<file path="config.mk">
export PLATFORM = sky130hd
export DESIGN_NAME = instruction_fetch_unit
export DESIGN_NICKNAME = d
export VERILOG_FILES = /design/src/rtl/instruction_fetch_unit.sv
export SDC_FILE = /design/constraint.sdc
export NUM_CORES = 1
export LEC_CHECK = 0
export ABC_AREA = 0
export CAP_MARGIN = 0
export CORE_MARGIN = 1.5
export CORE_UTILIZATION = 41
export DETAILED_ROUTE_END_ITERATION = 6
export PLACE_DENSITY = 0.75
export RECOVER_POWER = 100
export REMOVE_ABC_BUFFERS = 1
export SYNTH_ARGS = -nofsm -noshare
export SYNTH_HDL_FRONTEND = slang
export SYNTH_SLANG_ARGS = --single-unit
</file>
<file path="constraint.sdc">
create_clock -name i_Clk -period 1.8 [get_ports i_Clk]
set_input_delay 0.36 -clock i_Clk [delete_from_list [all_inputs] [get_ports i_Clk]]
set_output_delay 0.36 -clock i_Clk [all_outputs]
set_load 0.02 [all_outputs]
</file>
<file path="src/rtl/instruction_fetch_unit.sv">
// Instruction fetch unit: owns the architectural PC, fetches one word per instruction from
// instruction memory, and hands {instruction, PC} to the next-PC/decode logic.
module instruction_fetch_unit #(
  parameter logic [31:0] RESET_PC = 32'h0040_0000
) (
  input  logic        i_Clk,
  input  logic        i_Rst,
  output logic        o_MemReqValid,
  output logic [31:0] o_MemAddr,
  input  logic        i_MemReqReady,
  input  logic        i_MemRspValid,
  input  logic [31:0] i_MemRspData,
  output logic        o_InstValid,
  output logic [31:0] o_Instruction,
  output logic [31:0] o_Pc,
  input  logic        i_InstReady,
  input  logic [31:0] i_NextPc,
  output logic        o_Fault,
  output logic [31:0] o_FetchCount,
  output logic [1:0]  o_State
);

  // Handshakes: a transfer happens on a posedge where valid && ready are both high. The
  // producer holds valid and its payload stable until that edge and never waits on ready.
  typedef enum logic [1:0] {
    S_REQ   = 2'd0,
    S_WAIT  = 2'd1,
    S_HOLD  = 2'd2,
    S_FAULT = 2'd3
  } state_t;

  state_t      state;
  state_t      state_next;
  logic [31:0] pc;
  logic [31:0] fetch_count;
  logic        req_fire;
  logic        rsp_take;
  logic        inst_fire;
  logic        next_pc_ok;

  assign req_fire   = (state == S_REQ) && o_MemReqValid && i_MemReqReady;
  assign rsp_take   = (state == S_WAIT) && i_MemRspValid;
  assign inst_fire  = (state == S_HOLD) && i_InstReady;
  assign next_pc_ok = (i_NextPc[1:0] == 2'b00);

  assign o_FetchCount = fetch_count;
  assign o_State      = state;

  always_ff @(posedge i_Clk) begin
    if (i_Rst) begin
      state <= S_REQ;
    end else begin
      state <= state_next;
    end
  end

  always_comb begin
    state_next = state;
    case (state)
      S_REQ:   if (req_fire)  state_next = S_WAIT;
      S_WAIT:  if (rsp_take)  state_next = S_HOLD;
      S_HOLD:  if (inst_fire) state_next = next_pc_ok ? S_REQ : S_FAULT;
      S_FAULT: state_next = S_FAULT;
      default: state_next = S_REQ;
    endcase
  end

  // Flags are decoded from the upcoming state so they line up with it; the request valid
  // therefore stays low through reset and rises one edge after reset is released.
  always_ff @(posedge i_Clk) begin
    if (i_Rst) begin
      pc            <= RESET_PC;
      o_MemReqValid <= 1'b0;
      o_MemAddr     <= RESET_PC;
      o_InstValid   <= 1'b0;
      o_Instruction <= 32'h0000_0000;
      o_Pc          <= RESET_PC;
      o_Fault       <= 1'b0;
      fetch_count   <= 32'h0000_0000;
    end else begin
      o_MemReqValid <= (state_next == S_REQ);
      o_InstValid   <= (state_next == S_HOLD);
      o_Fault       <= (state_next == S_FAULT);
      if (rsp_take) begin
        o_Instruction <= i_MemRspData;
        o_Pc          <= pc;
      end
      if (inst_fire) begin
        fetch_count <= fetch_count + 32'd1;
        // A misaligned target is parked on the address bus for debug; PC keeps the last good value.
        o_MemAddr   <= i_NextPc;
        if (next_pc_ok) begin
          pc <= i_NextPc;
        end
      end
    end
  end

endmodule

</file>
# --- After elaboration in Yosys (flattened, before gate mapping) ---
# Index checks and enable logic that the tools add are counted.
totals:
  inputBits: 69
  ff_bits: 165
  elab_cells: 28
  output_inout_bits: 133
op_classes:
  addsub: 1
  n_reduce_logical: 8
  n_eq_ne: 5
  muxes: 5
ops:
  columns: ["operator", "count"]
  rows:
  - ["32-bit by 1-bit adder with 32-bit output, second input constant", 1]
  - ["2-bit equality test, second input constant", 4]
  - ["2-bit two-way mux", 4]
  - ["2-bit case mux with 4 select lines", 1]
  - ["2-bit logical NOT", 3]
  - ["1-bit logical AND", 4]
  - ["2-bit by 1-bit equality test with 1-bit output, second input constant", 1]
  - ["2-bit AND reduction", 1]

# --- Depth between registers and ports, before layout ---
logic_depth:
  ltp_word: 6
  mapped_depth: 7
  mapped_depth_nobuf: 4

# --- Worst setup path before layout ---
# No wires, ideal clock.
synth_path:
  kind: "register to register"
  from: "register state[1] (netlist: o_State[1])"
  to: "register fetch_count[31] (netlist: o_FetchCount[31])"
  n_path_buf: 3
  stages_incl_launch_ff: 8
  path_slack_ns: -0.149
  setup_time_ns: 0.121
  arrival_time_ns: 1.828
  synth_period_minus_slack_ns: 1.949
  required_ns: 1.679
  path_cell_list: "dfxtp_1 -> buf_2 -> and4b_1 -> buf_6 -> nand4_2 -> buf_2 -> nor4_1 -> mux2_2"
synth_between:
  elab_chain_cells: 2
synth_rtl:
  columns: ["element", "line_no", "source"]
  rows:
  - ["start: declaration", "32", "state_t state;"]
  - ["start signal: assignment", "53", "state <= state_next;"]
  - ["2-bit equality test", "43", "assign inst_fire = (state == S_HOLD) && i_InstReady;"]
  - ["1-bit logical AND", "43", null]
  - ["end signal: assignment", "89", "fetch_count <= fetch_count + 32'd1;"]
  - ["end: declaration", "35", "logic [31:0] fetch_count;"]
# Every way passes these cells.
# A chain may end at the register's enable or synchronous reset.

# --- Worst setup path after layout ---
layout_path:
  from: "register fetch_count[3] (netlist: o_FetchCount[3])"
  to: "register fetch_count[30] (netlist: o_FetchCount[30])"
layout_between:
  elab_chain_cells: 1
layout_rtl:
  columns: ["element", "line_no"]
  rows:
  - ["32-bit by 1-bit adder with 32-bit output", "89"]
# Every way passes these cells.

==> impl_metrics.py <==
metrics = {
    "synthesis": {
        "synth_seq_area_share": 0.536,
        "syn_inst": 759,
        "yosys-top-cells-count": "nand2_1, dfxtp_1, a21oi_1, clkbuf_1, nor2_1",
        "synthFlopType": "dfxtp_1",
        "synth.ff_latch_count": 165,
        "synth_top_area_frac": 0.536,
        "synth_cell_types": 38,
        "avgSynthCellArea_um2": 8.11,
        "synth_area_leader_cell": "dfxtp_1",
        "syn_area_um2": 6160,
        "async_flop_share": 0,
        "synth_area_leaders": "dfxtp_1, nand2_1, a21oi_1",
        "synth.most_common_cell": "nand2_1",
        "synth_edf_count": 0,
        "ys.warnings.count": 0,
    },
    "timing": {
        "hold_viol": 0,
        "finClkSkew_ps": 8.62,
        "fin_hold_ws_ps": 347,
        "slew_viol_final": 0,
        "setup_viol": 1,
        "min_period_ps": 1800,
        "setup_tns_ps": -4.61,
        "max_freq_mhz": 554,
        "worst_pin_slew_ps": 692,
        "fin_ws_ps": -4.61,
        "period_share": 1.00,
        "maxSlewHeadroom": 0.538,
    },
    "clock_tree": {
        "clkLatencyLatePin_ps": 420,
        "htreeDepth": 4,
        "cts_tree": "built",
        "clk_path_buf_depth": 2,
        "clock_sinks": 165,
        "path_clk_slew_ps": 60,
        "cts_buffers": 17,
        "holdBufCountCts": 0,
        "root_buffer": "clkbuf_16",
    },
    "route": {
        "wire_per_inst_um": 14.3,
        "via_per_inst": 5.07,
        "drc": 0,
        "drtIter0Drc": 286,
        "firstDrtPassIters": 4,
        "routed_wl_um": 17100,
        "num_vias": 6068,
        "antenna_left": 0,
    },
    "placed_design": {
        "gp_congestion": 0.843,
        "place_inst": 1155,
        "dpl.hpwl_um": 11700,
        "pre_cts_ws_ps": -478,
        "port_buffers": 201,
    },
    "cells_and_area": {
        "final_cells": 1196,
        "drive_gt1_frac": 0.116,
        "fillers": 1261,
        "area.sequential_um2": 3310,
        "area_growth_pct": 50.7,
        "insertedDiodeCount": 0,
        "multi_input_area_um2": 2660,
        "finalNetCount": 1069,
    },
    "critical_path": {
        "worstSetupEndpointType": "register",
        "critical_path.cell_chain": "buf_4 -> and4_4 -> nand4_1 -> nor4_1 -> mux2_2",
        "start_kind": "register",
        "critPathSlowestCell": "mux2_2",
        "worstPathRequired_ps": 2100,
        "critical_path_class": "register to register",
        "crit_fanout": 6,
        "slowest_delay_ps": 380,
        "crit_arrival_ps": 2110,
    },
    "grt": {
        "grt-ovfl-total": 0,
        "grt_pass1_vias": 5553,
        "antenna_found_initial": 0,
        "grt_max_degree": 65,
        "grtUsageTotal": 0.216,
        "grt_pass1_wl_um": 27700,
    },
    "power": {
        "power.total_mw": 7.92,
        "p_int_mw": 6.04,
        "pwr-share-clk": 0.441,
        "cellPowerDensity_nw_per_um2": 853,
        "switching_share": 0.237,
        "seqPwrFrac": 0.474,
        "peakVddDrop_v": 0.000597,
        "leakage_nw": 3.34,
        "p_comb_frac": 0.086,
        "switching_power_mw": 1.87,
    },
    "die": {
        "ios": 202,
        "std_cell_rows": 44,
        "fp.dieW_um": 126,
        "core_um2": 14600,
        "die_area_um2": 15800,
        "die_h_um": 126,
        "start_util": 0.422,
    },
    "outcome": {
        "failed_checks": "setup timing",
        "outcome": "finished with violations",
    },
    "job": {
        "max-cap-violations": 0,
    },
    "min_path": {
        "worstHoldPathType": "primary input to register",
    },
}
==> flip-flops by register name, summed over array words and instances (netlist names) <==
| signal | count |
|---|---|
| o_FetchCount | 32 |
| o_Instruction | 32 |
| pc | 32 |
| o_MemReqValid | 1 |
| o_InstValid | 1 |
| o_MemAddr | 32 |
| o_Fault | 1 |
| o_Pc | 32 |
| o_State | 2 |
==> layer usage <==
metal | vias to the layer above | share of wire | GRT usage | wire [um]
li1 | 3042 | - | - | -
met1 | 2812 | 0.44 | 0.278 | 7430
met2 | 197 | 0.48 | 0.344 | 8200
met3 | 17 | 0.069 | 0.0620 | 1180
met4 | 0 | 0.016 | 0.0822 | 272
met5 | - | 0 | 0 | 0
==> cell families (layout without fill, tap and decap cells) <==
group / count (synthesis) / after routing / share of synthesized area
AND/OR/NAND/NOR: 359 / 359 / 0.259
flip-flops: 165 / 165 / 0.536
AO/OA/AOI/OAI: 164 / 164 / 0.140
buffers and inverters: 57 / 310 / 0.0435
XOR/XNOR: 11 / 11 / 0.0156
multiplexers: 2 / 2 / 0.00366
adder cells (fa/ha/maj): 1 / 1 / 0.00203
==> layout make-up <==
type	instances	share of cell area
clock inverters	12	0.0129
repair buffers	273	0.268
multi-input cells	537	0.287
clock buffers	20	0.0492
inverters	5	0.00202
well taps	184	0.0248
flip-flops and latches	165	0.357
==> cell usage in the layout, fill, tap and decap left out, drive strengths merged, types with 2 or more instances in the layout <==
cell type	count
clkbuf	52
dlygate4sd2	30
nor3b	3
inv	8
xnor2	4
o21ai	6
xor2	7
and4	5
and3	2
and3b	2
a21oi	142
mux2	2
or4	16
o31ai	13
buf	53
nand4	15
nand3	11
nor4	4
nor2	19
clkdlybuf4s50	157
nor3	3
clkinv	7
dfxtp	165
and2	2
nand3b	5
nand2	265
or3	3
==> through the flow <==
stage	instance area [um^2]	utilization
floorplan	5910	-
CTS	9310	0.638
detailed placement	8750	0.600
finish	9280	0.636
global route	9280	0.636
global placement	8750	0.600
==> worst paths after layout <==
kind	start	to	slack, ps	cells past startpoint
setup / recovery	o_FetchCount[3]	o_FetchCount[30]	-5	5
hold / removal	i_Rst	o_FetchCount[6]	350	2
setup reg to reg	o_FetchCount[3]	o_FetchCount[30]	-5	5
hold reg to reg	pc[0]	o_Pc[0]	450	2
==> power by group through the flow <==
stage | Sequential (mW) | Combinational (mW) | Clock, mW
4_1_cts | 3.75 | 0.704 | 3.57
3_5_place_dp | 3.83 | 0.704 | 0
6_report | 3.75 | 0.678 | 3.49
5_1_grt | 3.76 | 0.737 | 3.73
3_3_place_gp | 3.83 | 0.702 | 0
2_1_floorplan | 3.91 | 0.153 | 0
==> worst max-delay path: cells and delay by family (launching register included) <==
family                 cells  cell delay (ps)
AND/OR/NAND/NOR            3              830
multiplexers               1              380
flip-flops                 1              340
buffers and inverters      1              140
==> what timing repair did <==
item,CTS,global route
endpoints found under the setup margin,43,25
setup buffers,0,9
gates resized for setup,36,35
pin swaps,0,8
Note: power is estimated with default switching activity, not from simulation.
